**src/rtl/rv32i_mem_lsu.sv**
```systemverilog
// RV32I memory stage: issues load/store requests on a req/gnt/rvalid data port,
// formats load data and store strobes, and stalls upstream while an access is in flight.
module rv32i_mem_lsu #(
  parameter int WORD_WTH    = 32,
  parameter int ADDR_WTH    = 32,
  parameter int WB_MUX_WTH  = 2,
  parameter int REG_INX_WTH = 5
) (
  input  logic                   clk,
  input  logic                   rst,
  input  logic                   mem_valid_i,
  input  logic                   mem_rd_i,
  input  logic                   mem_wr_i,
  input  logic [2:0]             mem_funct3_i,
  input  logic                   mem_RegW_EN_i,
  input  logic [WB_MUX_WTH-1:0]  mem_RegW_sel_i,
  input  logic [WORD_WTH-1:0]    mem_alu_res_i,
  input  logic [WORD_WTH-1:0]    mem_st_data_i,
  input  logic [REG_INX_WTH-1:0] mem_rd_inx_i,
  output logic                   dmem_req_o,
  output logic                   dmem_we_o,
  output logic [ADDR_WTH-1:0]    dmem_addr_o,
  output logic [WORD_WTH-1:0]    dmem_wdata_o,
  output logic [3:0]             dmem_wstrb_o,
  input  logic                   dmem_gnt_i,
  input  logic                   dmem_rvalid_i,
  input  logic [WORD_WTH-1:0]    dmem_rdata_i,
  output logic                   mem_stall_o,
  output logic                   mem_misalign_o,
  output logic                   wb_RegW_EN_o,
  output logic [WB_MUX_WTH-1:0]  wb_RegW_sel_o,
  output logic [WORD_WTH-1:0]    wb_reg_wdata1_o,
  output logic [WORD_WTH-1:0]    wb_reg_wdata2_o,
  output logic [REG_INX_WTH-1:0] wb_rd_inx_o
);

  typedef enum logic [1:0] {IDLE, REQ, RESP} state_t;

  state_t                 state_q, state_d;
  logic                   dmem_req_q, dmem_req_d;
  logic                   dmem_we_q, dmem_we_d;
  logic [ADDR_WTH-1:0]    dmem_addr_q, dmem_addr_d;
  logic [WORD_WTH-1:0]    dmem_wdata_q, dmem_wdata_d;
  logic [3:0]             dmem_wstrb_q, dmem_wstrb_d;
  logic                   misalign_q, misalign_d;
  logic                   wb_en_q, wb_en_d;
  logic [WB_MUX_WTH-1:0]  wb_sel_q, wb_sel_d;
  logic [WORD_WTH-1:0]    wb_wdata1_q, wb_wdata1_d;
  logic [WORD_WTH-1:0]    wb_wdata2_q, wb_wdata2_d;
  logic [REG_INX_WTH-1:0] wb_rd_q, wb_rd_d;
  logic                   lat_en_q, lat_en_d;
  logic [WB_MUX_WTH-1:0]  lat_sel_q, lat_sel_d;
  logic [REG_INX_WTH-1:0] lat_rd_q, lat_rd_d;
  logic [2:0]             lat_f3_q, lat_f3_d;
  logic [1:0]             lat_off_q, lat_off_d;
  logic [WORD_WTH-1:0]    lat_alu_q, lat_alu_d;

  logic       legal;
  logic [1:0] off;
  logic [7:0] ld_byte;
  logic [15:0] ld_half;
  logic [WORD_WTH-1:0] ld_fmt;

  assign off = mem_alu_res_i[1:0];

  // funct3[1:0] encodes size; funct3[2] is the unsigned flag and is only legal on loads.
  always_comb begin
    legal = 1'b1;
    if (mem_rd_i && mem_wr_i) legal = 1'b0;
    if (mem_funct3_i[1:0] == 2'b11) legal = 1'b0;
    if (mem_funct3_i[2] && (mem_wr_i || mem_funct3_i[1])) legal = 1'b0;
    if (mem_funct3_i[1:0] == 2'b01 && off[0]) legal = 1'b0;
    if (mem_funct3_i[1:0] == 2'b10 && off != 2'b00) legal = 1'b0;
  end

  always_comb begin
    ld_byte = dmem_rdata_i[{lat_off_q, 3'b000} +: 8];
    ld_half = lat_off_q[1] ? dmem_rdata_i[31:16] : dmem_rdata_i[15:0];
    case (lat_f3_q)
      3'b000:  ld_fmt = {{(WORD_WTH-8){ld_byte[7]}}, ld_byte};
      3'b100:  ld_fmt = {{(WORD_WTH-8){1'b0}}, ld_byte};
      3'b001:  ld_fmt = {{(WORD_WTH-16){ld_half[15]}}, ld_half};
      3'b101:  ld_fmt = {{(WORD_WTH-16){1'b0}}, ld_half};
      default: ld_fmt = dmem_rdata_i;
    endcase
  end

  always_comb begin
    state_d      = state_q;
    dmem_req_d   = dmem_req_q;
    dmem_we_d    = dmem_we_q;
    dmem_addr_d  = dmem_addr_q;
    dmem_wdata_d = dmem_wdata_q;
    dmem_wstrb_d = dmem_wstrb_q;
    misalign_d   = 1'b0;
    wb_en_d      = wb_en_q;
    wb_sel_d     = wb_sel_q;
    wb_wdata1_d  = wb_wdata1_q;
    wb_wdata2_d  = wb_wdata2_q;
    wb_rd_d      = wb_rd_q;
    lat_en_d     = lat_en_q;
    lat_sel_d    = lat_sel_q;
    lat_rd_d     = lat_rd_q;
    lat_f3_d     = lat_f3_q;
    lat_off_d    = lat_off_q;
    lat_alu_d    = lat_alu_q;

    case (state_q)
      IDLE: begin
        wb_en_d = 1'b0;
        if (mem_valid_i) begin
          if (!mem_rd_i && !mem_wr_i) begin
            wb_en_d     = mem_RegW_EN_i;
            wb_sel_d    = mem_RegW_sel_i;
            wb_wdata1_d = '0;
            wb_wdata2_d = mem_alu_res_i;
            wb_rd_d     = mem_rd_inx_i;
          end else if (legal) begin
            lat_en_d    = mem_RegW_EN_i;
            lat_sel_d   = mem_RegW_sel_i;
            lat_rd_d    = mem_rd_inx_i;
            lat_f3_d    = mem_funct3_i;
            lat_off_d   = off;
            lat_alu_d   = mem_alu_res_i;
            dmem_req_d  = 1'b1;
            dmem_we_d   = mem_wr_i;
            dmem_addr_d = {mem_alu_res_i[ADDR_WTH-1:2], 2'b00};
            case (mem_funct3_i[1:0])
              2'b00: begin
                dmem_wdata_d = {(WORD_WTH/8){mem_st_data_i[7:0]}};
                dmem_wstrb_d = 4'b0001 << off;
              end
              2'b01: begin
                dmem_wdata_d = {(WORD_WTH/16){mem_st_data_i[15:0]}};
                dmem_wstrb_d = 4'b0011 << off;
              end
              default: begin
                dmem_wdata_d = mem_st_data_i;
                dmem_wstrb_d = 4'b1111;
              end
            endcase
            if (!mem_wr_i) dmem_wstrb_d = 4'b0000;
            state_d = REQ;
          end else begin
            misalign_d = 1'b1;
          end
        end
      end
      REQ: begin
        if (dmem_gnt_i) begin
          dmem_req_d = 1'b0;
          state_d    = RESP;
        end
      end
      RESP: begin
        wb_en_d = 1'b0;
        if (dmem_rvalid_i) begin
          if (!dmem_we_q) begin
            wb_en_d     = lat_en_q;
            wb_sel_d    = lat_sel_q;
            wb_rd_d     = lat_rd_q;
            wb_wdata1_d = ld_fmt;
            wb_wdata2_d = lat_alu_q;
          end
          state_d = IDLE;
        end
      end
      default: state_d = IDLE;
    endcase
  end

  always_ff @(posedge clk or posedge rst) begin
    if (rst) begin
      state_q      <= IDLE;
      dmem_req_q   <= 1'b0;
      dmem_we_q    <= 1'b0;
      dmem_addr_q  <= '0;
      dmem_wdata_q <= '0;
      dmem_wstrb_q <= '0;
      misalign_q   <= 1'b0;
      wb_en_q      <= 1'b0;
      wb_sel_q     <= '0;
      wb_wdata1_q  <= '0;
      wb_wdata2_q  <= '0;
      wb_rd_q      <= '0;
      lat_en_q     <= 1'b0;
      lat_sel_q    <= '0;
      lat_rd_q     <= '0;
      lat_f3_q     <= '0;
      lat_off_q    <= '0;
      lat_alu_q    <= '0;
    end else begin
      state_q      <= state_d;
      dmem_req_q   <= dmem_req_d;
      dmem_we_q    <= dmem_we_d;
      dmem_addr_q  <= dmem_addr_d;
      dmem_wdata_q <= dmem_wdata_d;
      dmem_wstrb_q <= dmem_wstrb_d;
      misalign_q   <= misalign_d;
      wb_en_q      <= wb_en_d;
      wb_sel_q     <= wb_sel_d;
      wb_wdata1_q  <= wb_wdata1_d;
      wb_wdata2_q  <= wb_wdata2_d;
      wb_rd_q      <= wb_rd_d;
      lat_en_q     <= lat_en_d;
      lat_sel_q    <= lat_sel_d;
      lat_rd_q     <= lat_rd_d;
      lat_f3_q     <= lat_f3_d;
      lat_off_q    <= lat_off_d;
      lat_alu_q    <= lat_alu_d;
    end
  end

  assign mem_stall_o     = (state_q != IDLE);
  assign dmem_req_o      = dmem_req_q;
  assign dmem_we_o       = dmem_we_q;
  assign dmem_addr_o     = dmem_addr_q;
  assign dmem_wdata_o    = dmem_wdata_q;
  assign dmem_wstrb_o    = dmem_wstrb_q;
  assign mem_misalign_o  = misalign_q;
  assign wb_RegW_EN_o    = wb_en_q;
  assign wb_RegW_sel_o   = wb_sel_q;
  assign wb_reg_wdata1_o = wb_wdata1_q;
  assign wb_reg_wdata2_o = wb_wdata2_q;
  assign wb_rd_inx_o     = wb_rd_q;

endmodule
```
**config.mk**
```make
export PLATFORM = sky130hd
export DESIGN_NAME = rv32i_mem_lsu
export DESIGN_NICKNAME = d
export VERILOG_FILES = /design/src/rtl/rv32i_mem_lsu.sv
export SDC_FILE = /design/constraint.sdc
export NUM_CORES = 1
export LEC_CHECK = 0
export BUFFER_PORTS_ARGS = -buffer_cell sky130_fd_sc_hd__buf_2
export CORE_MARGIN = 1
export CORE_UTILIZATION = 24
export CTS_CLUSTER_DIAMETER = 40
export CTS_CLUSTER_SIZE = 12
export DETAILED_ROUTE_END_ITERATION = 10
export GPL_ROUTABILITY_DRIVEN = 0
export GPL_TIMING_DRIVEN = 0
export PLACE_DENSITY_LB_ADDON = 0.12
export SKIP_LAST_GASP = 1
export SYNTH_ARGS = -nofsm -noshare
export SYNTH_HDL_FRONTEND = slang
export SYNTH_SLANG_ARGS = --single-unit
```
**constraint.sdc**
```tcl
create_clock -name clk -period 8.8 [get_ports clk]
set_input_delay 0.44 -clock clk [delete_from_list [all_inputs] [get_ports clk]]
set_output_delay 0.44 -clock clk [all_outputs]
set_load 0.02 [all_outputs]
```
# --- Word level (Yosys, flattened, before mapping) ---
# Index checks and enable logic that the tools add are counted.
classes:
  eq_ne: 15
  shift: 3
  mux: 50
  bitwise: 1
  n_reduce_logical: 19
ops:
  columns: ["operator", "n"]
  rows:
  - ["$mux 32", 8]
  - ["$pmux 32 s2", 3]
  - ["$pmux 32 s4", 1]
  - ["$shiftx 32x6->8", 1]
  - ["$mux 5", 4]
  - ["$mux 2", 9]
  - ["$mux 1", 17]
  - ["$mux 16", 1]
  - ["$reduce_and 5->1", 3]
  - ["$ne 2x2->1 const B", 7]
  - ["$pmux 5 s2", 1]
  - ["$pmux 4 s2", 1]
  - ["$reduce_bool 2->1", 4]
  - ["$eq 2x2->1 const B", 3]
  - ["$eq 3x3->1 const B", 2]
  - ["$pmux 2 s3", 1]
  - ["$logic_and 1x1->1", 5]
  - ["$eq 2x1->1 const B", 2]
  - ["$logic_not 2->1", 2]
  - ["$mux 4", 1]
  - ["$pmux 1 s2", 2]
  - ["$pmux 2 s2", 1]
  - ["$reduce_and 4->1", 1]
  - ["$shl 1x2->4 const A", 1]
  - ["6 further kinds", 7]
word_totals:
  register_bits: 188
  inputBits: 114
  output_inout_bits: 144
  elab_cells: 106

# --- Longest topological paths before layout ---
# Gate-level depths: netlist of the first run.
logic_depth:
  word_depth: 10
  mapped_depth: 7
  mapped_depth_nobuf: 4

# --- Least setup slack after synthesis of the first run ---
# Ideal clock, no wire load.
synth_timing:
  path_type: "input to register"
  start: "input port mem_alu_res_i[0]"
  end: "register dmem_wdata_q[24] (netlist: dmem_wdata_o[24])"
  setup_time_ns: 0.128
  arrival_time_ns: 1.768
  t_required_ns: 8.672
  setup_slack_ns: 6.904
  cell_stages: 7
  path_buffers: 3
  cell_sequence: "clkbuf_1 > nor3_1 > nor2_1 > nor3_1 > buf_4 > buf_4 > mux2_1"
synth_via:
  elab_chain_len: 4
  word_cells_on_any_way: 6
  classes_between: "mux: 2; reduce/logical: 4"
synth_lines:
  columns: ["item", "line", "text"]
  rows:
  - ["start: declaration", "17", "input logic [WORD_WTH-1:0] mem_alu_res_i,"]
  - ["$logic_and 1x1->1 / $reduce_bool 2->1 (equally long branches)", "72, 73", null]
  - ["$mux 1 / $logic_and 1x1->1 (equally long branches)", "72, 73", null]
  - ["$mux 1 (*)", "73", "if (mem_funct3_i[1:0] == 2'b10 && off != 2'b00) legal = 1'b0;"]
  - ["$reduce_and 4->1 (no line) (*)", null, null]
  - ["end signal: assignment", "197", "dmem_wdata_q <= dmem_wdata_d;"]
  - ["end: declaration", "43", "logic [WORD_WTH-1:0] dmem_wdata_q, dmem_wdata_d;"]
# Mark *: on every way between the ends. The rest lies on a longest branch, timed or not.
# A chain may end at the register's enable or synchronous reset.

# --- Worst setup path after layout of the first run ---
layout_timing:
  start: "register state_q[0]"
  end: "register dmem_wdata_q[27] (netlist: dmem_wdata_o[27])"
layout_via:
  elab_chain_len: 2
layout_lines:
  columns: ["item", "line", "text"]
  rows:
  - ["start: declaration", "39", "state_t state_q, state_d;"]
  - ["start signal: assignment", "193", "state_q <= state_d;"]
  - ["$logic_not 2->1", "108", "case (state_q)"]
  - ["$reduce_and 4->1 (no line)", null, null]
# No other way between the ends.

==> results of run 1 <==
## worst max-delay path, stage by stage (launching register included)
cell	delay (ns)
dfrtp_1	0.44
nor2_1	0.34
nand2_1	0.13
nor3_1	0.19
buf_4	0.26
buf_4	0.26
mux2_1	0.34
## synthesized netlist by cell type (2+ instances only)
cell type	number
o21bai_1	2
nor3_1	5
buf_6	8
mux2_2	95
a22oi_1	11
a32o_1	2
nor2b_1	4
buf_4	34
and3b_1	2
nand2b_1	4
inv_1	8
o211ai_1	5
nand2_1	56
dfrtp_1	156
o21ai_0	72
mux2i_1	48
nand3_1	2
a211oi_1	5
a21oi_1	28
nor3b_1	4
o21ai_1	2
a22o_1	16
buf_2	14
buf_1	3
clkbuf_1	22
nor2_1	36
a211o_1	12
mux2_1	10
## flip-flops by register name, summed over array words and instances, names as in the netlist, 3 cells and up
| signal | count |
|---|---|
| dmem_wdata_o | 32 |
| dmem_wstrb_o | 4 |
| lat_alu_q | 31 |
| lat_f3_q | 3 |
| lat_rd_q | 5 |
| wb_rd_inx_o | 5 |
| wb_reg_wdata1_o | 32 |
| wb_reg_wdata2_o | 32 |
## per-stage QoR
stage	power, W	setup WS (ns)	cells	utilization
after floorplan	0.00179	4.15	684	-
after global placement	0.00219	1.48	1339	0.300
after detailed placement	0.00219	6.48	1340	0.301
after CTS	0.00293	6.61	1371	0.319
after global routing	0.00307	6.45	1371	0.319
final	0.00288	6.73	1373	0.319
## cells by family after synthesis
kind of cell	Yosys count	share of synthesized area
compound gates	163	0.133
simple gates	120	0.0703
flops	156	0.509
buf+inv	90	0.0708
mux	153	0.217
other cells	1	0.000489
## final cells by class
cell class	count	area, um2	area share
plain buffers	81	509	0.0507
well taps	402	503	0.0501
inverters	9	41.3	0.00411
clock buffers	22	464	0.0462
flip-flops and latches	156	3900	0.389
clock inverters	9	87.6	0.00872
repair buffers	254	1290	0.129
multi-input cells	438	3230	0.322
diodes	2	5.00	0.000499
## power groups by stage
| stage | logic (W) | registers, W | clock network (W) |
|---|---|---|---|
| floorplan | 0.000524 | 0.00127 | 0 |
| global placement | 0.00110 | 0.00109 | 0 |
| detailed placement | 0.00111 | 0.00109 | 0 |
| CTS | 0.00111 | 0.00108 | 0.000749 |
| global route | 0.00118 | 0.00111 | 0.000775 |
| finish | 0.00108 | 0.00107 | 0.000718 |
## metal layers
metal / up-vias / track usage / share of wire
met5: - / 0 / 0.00056
met4: 2 / 0.0390 / 0.010
met3: 20 / 0.0447 / 0.062
met2: 175 / 0.254 / 0.47
met1: 3018 / 0.204 / 0.45
li1: 2956 / - / -
## worst paths after layout
path                                        to                start  depth (start not counted)  slack (ns)
max reg2reg                   dmem_wdata_o[27]           state_q[0]                          6        6.73
min in group clk                    state_q[1]        dmem_rvalid_i                          2        0.23
min                        wb_reg_wdata1_o[29]                  rst                          2        0.03
min reg2reg                wb_reg_wdata2_o[31]  wb_reg_wdata2_o[31]                          2        0.48
max in group asynchronous         lat_alu_q[7]                  rst                          3        7.89
max                           dmem_wdata_o[27]           state_q[0]                          6        6.73
## placed cells by master (no fill, tap or decap), drive strengths merged, types with 2 or more instances in the layout
master and count:
buf 313, dfrtp 156, mux2 105, o21ai 74, nand2 56, mux2i 48
clkbuf 44, nor2 36, a21oi 29, a22o 16, a211o 12, a22oi 12
inv 10, nor3 5, o211ai 5, a211oi 5, nor3b 5, nand2b 4
nor2b 4, clkinvlp 4, clkinv 3, diode 2, o21bai 2, and3b 2
nand3 2, a32o 2, conb 2
==> flow_summary_export.csv, run 1 <==
group,metric,value,unit
global_route,grt_max_degree,104,
cts,cts.sinks,156,
timing,hold_viol,0,
cts,cts_made_buffers,17,
power,powerDensity,287,nW/um2
synth,synth_edf_count,0,
power,pwr-share-clk,0.250,
cts,clockRootBuffer,"clkbuf_16",
place,hpwl,18.4,mm
cts,cts.repair.resized,0,
setup_path,path_class,"reg2reg",
layout,final_area,10000,um2
timing,rsz0062_at_grt,"no",
layout,num-nets-final,1071,
power,p_seq_frac,0.373,
timing,timing.setup.tns,0,ns
layout,syn_to_final_growth,30.8,%
power,switchingPower,0.00108,W
global_route,grt_usage,0.157,
power,internal-power,0.00179,W
floorplanning,die_w,181,um
route,drtIter0Drc,273,
timing,setup_violations,0,
timing,drv_slew,0,
route,first_pass_iters,4,
floorplanning,core_area,31500,um2
timing,whs,0.0302,ns
setup_path,cp.arrival,2.37,ns
synth,yosysSeqAreaShare,0.509,
synth,async_flop_share,1.00,
route,ant_nets,0,
synth,ys_top_cells_by_area,"dfrtp_1 51%, mux2_2 14%, mux2i_1 6.3%",
timing,slew_headroom,0.357,
floorplanning,initial_core_util,0.244,
timing,max_freq,483,MHz
synth,syn_avg_cell_area,11.2,um2
synth,synth.distinct_cells,45,
setup_path,cp.required,9.10,ns
run_status,status,"finished clean",
cts,ctsHoldBuffers,0,
power,ir_drop,119,uV
power,p_leak,5.09,nW
job,drv_cap,0,
synth,syn_inst,683,
synth,synth_seq_cells,156,
place,dpl_cell_area,9480,um2
synth,yosys_warnings,0,
cts,cts.clk_slew.worst_paths,0.07,ns
synth,synth_top_area_cell,"dfrtp_1",
global_route,grt_pass1_vias,6514,
floorplanning,ioPinCount,258,
synth,synthFlopType,"dfrtp_1",
timing,finClkSkew,0.0179,ns
power,comb_power_share,0.377,
global_route,grt_pass1_wl,39.1,mm
route,wl,24.8,mm
floorplanning,die-area,32700,um2
synth,synth_top_area_frac,0.509,
setup_path,endpoint_kind,"register",
route,drt-vias-per-instance,4.49,
power,swShare,0.377,
global_route,overflow,0,
floorplanning,die_y,181,um
route,drc,0,
cts,clockBufferDepth,2,
cts,cts_tree,"yes",
cts,clkLatencyLatePin,0.43,ns
setup_path,start_kind,"register",
timing,worstMarginPinSlew,0.951,ns
synth,syn-cell-area,7670,um2
setup_path,cp_max_fo,10,
timing,finalCritPeriodShare,0.235,
layout,drive_above_1_share,0.452,
cts,cts-htree-levels,4,
global_route,antenna_found_initial,3,
floorplanning,fp-row-count,65,
layout,fillers,3281,
place,portBuffers,253,
route,via_count,6171,
timing,fin_crit,2.07,ns
route,post_drt_wl_per_cell,18.0,um
cts,post_cts_buffers,0,
hold_path,hold_class,"in2async",
No activity file was read; power rests on OpenSTA's default activity.
==> run 2, diff against run 1 <==
Settings changed: ABC_AREA set to 1.
Clock period 8.8 ns to 1.8 ns, I/O delays scaled along.
==> flow_summary_export.csv, run 2 <==
group,metric,value,unit
run_status,status,"finished clean",
power,swShare,0.374,
layout,drive_above_1_share,0.293,
route,post_drt_wl_per_cell,15.7,um
power,p_leak,6.04,nW
power,internal-power,0.00828,W
setup_path,endpoint_kind,"register",
timing,drv_slew,0,
synth,synthFlopType,"dfrtp_1",
place,place_ws,-0.192,ns
timing,finalCritPeriodShare,0.935,
synth,synth.distinct_cells,28,
setup_path,slowest_stage,"dfrtp_1",
cts,cts_tree,"yes",
layout,syn_to_final_growth,42.3,%
layout,final_common_cell,"nand2_1",
cts,cts_made_buffers,17,
setup_path,r2r-end,"wb_reg_wdata1_o[29]",
floorplanning,fp-row-count,65,
synth,yosysSeqAreaShare,0.497,
route,first_pass_iters,5,
floorplanning,die-area,33400,um2
timing,worstMarginPinSlew,0.676,ns
power,p_seq_frac,0.364,
timing,setup_violations,0,
synth,syn_avg_cell_area,7.79,um2
synth,synth_top_area_frac,0.497,
timing,setup_slack,0.117,ns
floorplanning,ioPinCount,258,
power,pwr-share-clk,0.286,
global_route,grt_usage,0.174,
route,drt-vias-per-instance,4.24,
synth,synth_edf_count,0,
power,comb_power_share,0.350,
route,via_count,7691,
setup_path,r2r_start,"state_q[0]",
timing,slew_headroom,0.549,
route,wl,28.4,mm
hold_path,worstHoldPathCells,5,
global_route,antenna_found_initial,1,
floorplanning,core_area,31900,um2
route,drc,0,
setup_path,worstPathCellList,"nor2_2 > buf_2 > buf_2 > o21ai_0 > nor2_1 > nand2_1 > nand2_1",
power,ir_drop,630,uV
cts,clockRootBuffer,"clkbuf_16",
power,switchingPower,0.00496,W
timing,max_freq,594,MHz
place,dpl_cell_area,9750,um2
synth,syn-cell-area,7850,um2
layout,final_cell_mix,"402 x nand2_1, 271 x buf_2, 154 x dfrtp_1, 75 x o21ai_0, 75 x dlygate4sd3_1",
global_route,grt_pass1_wl,44.3,mm
global_route,grt_max_degree,38,
cts,cts.sinks,156,
timing,hold_viol,0,
timing,finClkSkew,0.00684,ns
hold_path,hold_end,"wb_reg_wdata1_o[22]",
synth,synth.most_common_cell,"nand2_1",
global_route,grt_pass1_vias,7807,
setup_path,path_class,"reg2reg",
place,portBuffers,254,
setup_path,start_kind,"register",
job,drv_cap,0,
layout,final_area,11200,um2
floorplanning,initial_core_util,0.246,
setup_path,crit_buf_inv,2,
layout,num-nets-final,1477,
floorplanning,die_w,183,um
synth,synth_seq_cells,156,
timing,fin_crit,1.68,ns
synth,synth_top_area_cell,"dfrtp_1",
hold_path,hold_class,"in2reg",
power,powerDensity,1180,nW/um2
setup_path,cp.arrival,2.06,ns
cts,clkLatencyLatePin,0.43,ns
setup_path,cp_max_fo,10,
timing,rsz0062_at_grt,"yes",
synth,ys_top_cells_by_count,"402 x nand2_1, 156 x dfrtp_1, 75 x o21ai_0",
floorplanning,die_y,183,um
route,ant_nets,0,
setup_path,critPathMaxStageDelay,0.44,ns
setup_path,cp_top_family,"buffers and inverters",
cts,clockBufferDepth,2,
hold_path,min_from,"dmem_rdata_i[22]",
setup_path,cp.required,2.18,ns
synth,syn_inst,1008,
synth,yosys_warnings,0,
cts,cts.clk_slew.worst_paths,0.07,ns
setup_path,r2r_slack,0.12,ns
place,hpwl,21.1,mm
global_route,overflow,0,
cts,cts-htree-levels,4,
setup_path,r2r_cells,7,
synth,async_flop_share,1.00,
route,drtIter0Drc,349,
synth,ys_top_cells_by_area,"dfrtp_1 50%, nand2_1 19%, o21ai_0 4.8%",
-- run 2: cell types whose count changed after synthesis, moves of 11 or more --
cell      before  now
a22oi_1       11    0
o21ai_1        2   18
inv_1          8   74
nor2_1        36   70
a211o_1       12    0
mux2_2        95    0
nand3_1        2   22
o211ai_1       5   49
mux2i_1       48    0
nand2_1       56  402
a21oi_1       28   17
a22o_1        16    0
-- run 2: area by class of cell --
cell class,count,area (um2)
plain buffers,86,599
diodes,1,2.50
clock buffers,23,498
fillers,3494,20700
multi-input cells,684,3070
clock inverters,9,110
inverters,83,318
well taps,435,544
flip-flops and latches,156,3910
repair buffers,335,2120
-- run 2: worst min-delay path, cell delays in order --
cell	delay [ns]
buf_2	0.10
nor2_1	0.04
nor2_1	0.09
nand2_1	0.05
nand2_1	0.05
-- run 2: how the worst max path moves through the flow --
stage | from | to | slack, ns | depth (start not counted)
after floorplan | rst | dmem_req_o | -0.26 | 1
after global placement | rst | wb_reg_wdata1_o[27] | -1.73 | 2
after CTS | state_q[0] | wb_reg_wdata2_o[3] | 0.007 | 9
final | state_q[0] | wb_reg_wdata1_o[29] | 0.12 | 7
after global routing | state_q[0] | wb_reg_wdata1_o[29] | -0.01 | 7
after detailed placement | state_q[0] | lat_alu_q[4] | -0.19 | 5
-- run 2: kinds of logic (layout without fill, tap and decap cells) --
family | after synthesis | in the layout | synth area share
and+or+nand+nor | 512 | 512 | 0.259
DFF | 156 | 156 | 0.497
buffers and inverters | 169 | 536 | 0.114
AOI/OAI and AO/OA | 170 | 170 | 0.129
other | 1 | 3 | 0.000478
-- run 2: what timing repair did --
| action | 4_1_cts | 5_1_grt |
|---|---|---|
| hold buffers | 75 | 0 |
| resized for setup | 7 | 18 |
| buffers inserted | 0 | 2 |
| hold endpoints to repair | 136 | 0 |
| gates cloned | 0 | 0 |
| setup endpoints to repair | 60 | 110 |
-- run 2: power groups by stage --
stage          logic, W  clock network [W]  registers (W)
2_1_floorplan   0.00222                  0        0.00548
3_3_place_gp    0.00447                  0        0.00487
3_5_place_dp    0.00451                  0        0.00486
4_1_cts         0.00466            0.00394        0.00482
5_1_grt         0.00512            0.00406        0.00492
6_report        0.00463            0.00379        0.00482
-- run 2: through the flow --
step | hold WS (ns) | TNS, ns | power, W | instances | util
5_1_grt | 0.0273 | -0.0128 | 0.0141 | 1812 | 0.350
2_1_floorplan | 0.207 | -41.01 | 0.00771 | 1009 | -
4_1_cts | 0.00119 | 0 | 0.0134 | 1809 | 0.349
3_3_place_gp | 0.317 | -271.03 | 0.00934 | 1698 | 0.303
3_5_place_dp | 0.221 | -4.70 | 0.00937 | 1702 | 0.306
6_report | 0.0265 | 0 | 0.0132 | 1812 | 0.350
-- run 2: layer usage --
metal / track usage / up-vias / share of wire
li1: - / 3868 / -
met1: 0.232 / 3585 / 0.47
met2: 0.280 / 221 / 0.46
met3: 0.0453 / 17 / 0.056
met4: 0.0437 / 0 / 0.013
met5: 0 / - / 0
==> run 3, diff against run 2 <==
Settings changed: CELL_PAD_IN_SITES_DETAIL_PLACEMENT set to 0, CELL_PAD_IN_SITES_GLOBAL_PLACEMENT set to 1.
==> flow_summary_export.csv, run 3 (synthesized netlist as in run 2, its figures left out) <==
group,metric,value,unit
timing,worstMarginPinSlew,0.569,ns
route,first_pass_iters,5,
route,drtIter0Drc,336,
setup_path,r2r_cells,8,
power,swShare,0.367,
floorplanning,core_area,31900,um2
cts,clkLatencyLatePin,0.42,ns
floorplanning,die_w,183,um
timing,slew_headroom,0.619,
route,via_count,7643,
global_route,grt_pass1_vias,7735,
cts,clockRootBuffer,"clkbuf_16",
layout,drive_above_1_share,0.290,
route,wl,28.3,mm
power,internal-power,0.00841,W
hold_path,worstHoldPathCells,5,
setup_path,cp.required,2.11,ns
floorplanning,fp-row-count,65,
cts,cts_made_buffers,17,
setup_path,path_class,"reg2reg",
global_route,grt_usage,0.173,
global_route,antenna_found_initial,1,
power,p_seq_frac,0.362,
layout,final_cell_mix,"402 x nand2_1, 268 x buf_2, 154 x dfrtp_1, 81 x dlygate4sd3_1, 75 x o21ai_0",
global_route,grt_max_degree,38,
hold_path,hold_class,"in2reg",
setup_path,start_kind,"register",
layout,syn_to_final_growth,43.2,%
place,hpwl,20.8,mm
layout,fin_cells,1816,
global_route,grt_pass1_wl,44.4,mm
cts,cts-htree-levels,4,
route,post_drt_wl_per_cell,15.6,um
setup_path,critPathMaxStageDelay,0.56,ns
timing,fin_crit,1.67,ns
setup_path,cp_max_fo,10,
cts,cts_tree,"yes",
cts,clockBufferDepth,2,
timing,hold_viol,0,
setup_path,worstPathCellList,"inv_2 > nand2_1 > nand2_1 > nand2_4 > nand3_4 > buf_4 > nand2_1 > nand2_1",
route,ant_nets,0,
timing,finClkSkew,0.00948,ns
timing,finalCritPeriodShare,0.925,
power,pwr-share-clk,0.292,
power,p_leak,6.06,nW
job,drv_cap,0,
setup_path,endpoint_kind,"register",
global_route,overflow,0,
route,drc,0,
layout,fillers,3539,
power,switchingPower,0.00488,W
run_status,status,"finished clean",
power,comb_power_share,0.346,
layout,fin_util,0.353,
power,powerDensity,1180,nW/um2
layout,num-nets-final,1482,
floorplanning,initial_core_util,0.246,
timing,max_freq,600,MHz
setup_path,slowest_stage,"dfrtp_1",
layout,final_common_cell,"nand2_1",
place,portBuffers,254,
timing,drv_slew,0,
cts,cts.sinks,156,
route,drt-vias-per-instance,4.21,
power,ir_drop,630,uV
place,dpl.cell_count,1702,
setup_path,cp.arrival,1.98,ns
cts,cts.clk_slew.worst_paths,0.06,ns
floorplanning,ioPinCount,258,
timing,setup_violations,0,
floorplanning,die_y,183,um
setup_path,crit_path_frequent_cell,"nand2_1",
floorplanning,die-area,33400,um2
-- run 3: changes by cell type in the layout (fill, tap and decap cells not counted), sizes merged --
cell,previous run,this run
inv,82,83
dlygate4sd3,75,81
buf,329,325
clkbuf,40,41
clkinv,4,2
bufinv,2,4
-- run 3: worst paths after layout --
check,start,slack (ns),to
max,lat_off_q[0],0.13,wb_reg_wdata1_o[29]
min,mem_st_data_i[15],0.03,dmem_wdata_o[15]
max reg2reg,lat_off_q[0],0.13,wb_reg_wdata1_o[29]
min reg2reg,dmem_wdata_o[16],0.46,dmem_wdata_o[16]
max in group asynchronous,rst,0.70,state_q[1]
min in group asynchronous,rst,0.25,wb_reg_wdata2_o[3]
-- run 3: metal layers --
| layer | vias up | wire length [um] | global-route usage |
|---|---|---|---|
| met2 | 194 | 13400 | 0.285 |
| met1 | 3563 | 13100 | 0.231 |
| met4 | 0 | 219 | 0.0390 |
| met3 | 15 | 1540 | 0.0407 |
| li1 | 3871 | - | - |
| met5 | - | 0 | 0 |
-- run 3: power groups by stage --
stage                     clock, W  sequential, W  combinational [W]
after detailed placement         0        0.00487            0.00449
after floorplan                  0        0.00548            0.00222
after global placement           0        0.00488            0.00446
after global routing       0.00415        0.00492            0.00512
final                      0.00388        0.00481            0.00461
after CTS                  0.00403        0.00482            0.00466
-- run 3: final cells by class --
class	instances	area, um2	share of cell area
sequential	156	3910	0.347
multi-input combinational	684	3080	0.274
timing repair buffer	340	2170	0.193
buffer	86	603	0.0536
tap	435	544	0.0484
clock buffer	21	450	0.0401
inverter	83	318	0.0283
clock inverter	10	165	0.0147
antenna	1	2.50	0.000223
-- run 3: worst max-delay path, delay by kind of cell (launching register included) --
kind / cells / cell delay (ns)
buffers and inverters: 2 / 0.39
flip-flops: 1 / 0.56
AND/OR/NAND/NOR: 6 / 0.60
-- run 3: timing repair --
action,in CTS,in global routing
endpoints found under the setup margin,94,82
buffers inserted,0,1
gates resized for setup,12,13
endpoints found under the hold margin,135,0
hold buffers,81,0
cloned,0,0
pin swaps,0,1
-- run 3: stage by stage --
stage                     area [um2]  worst slack (ns)  TNS, ns  hold WS (ns)  power, W
after floorplan                 7860            -0.263   -41.01         0.207   0.00771
after global placement          9670             -1.70  -269.42         0.315   0.00934
after detailed placement        9750            -0.300    -6.11         0.171   0.00936
after CTS                      11200            0.0102        0       0.00162    0.0135
after global routing           11200           -0.0105  -0.0288        0.0480    0.0142
final                          11200             0.135        0        0.0311    0.0133
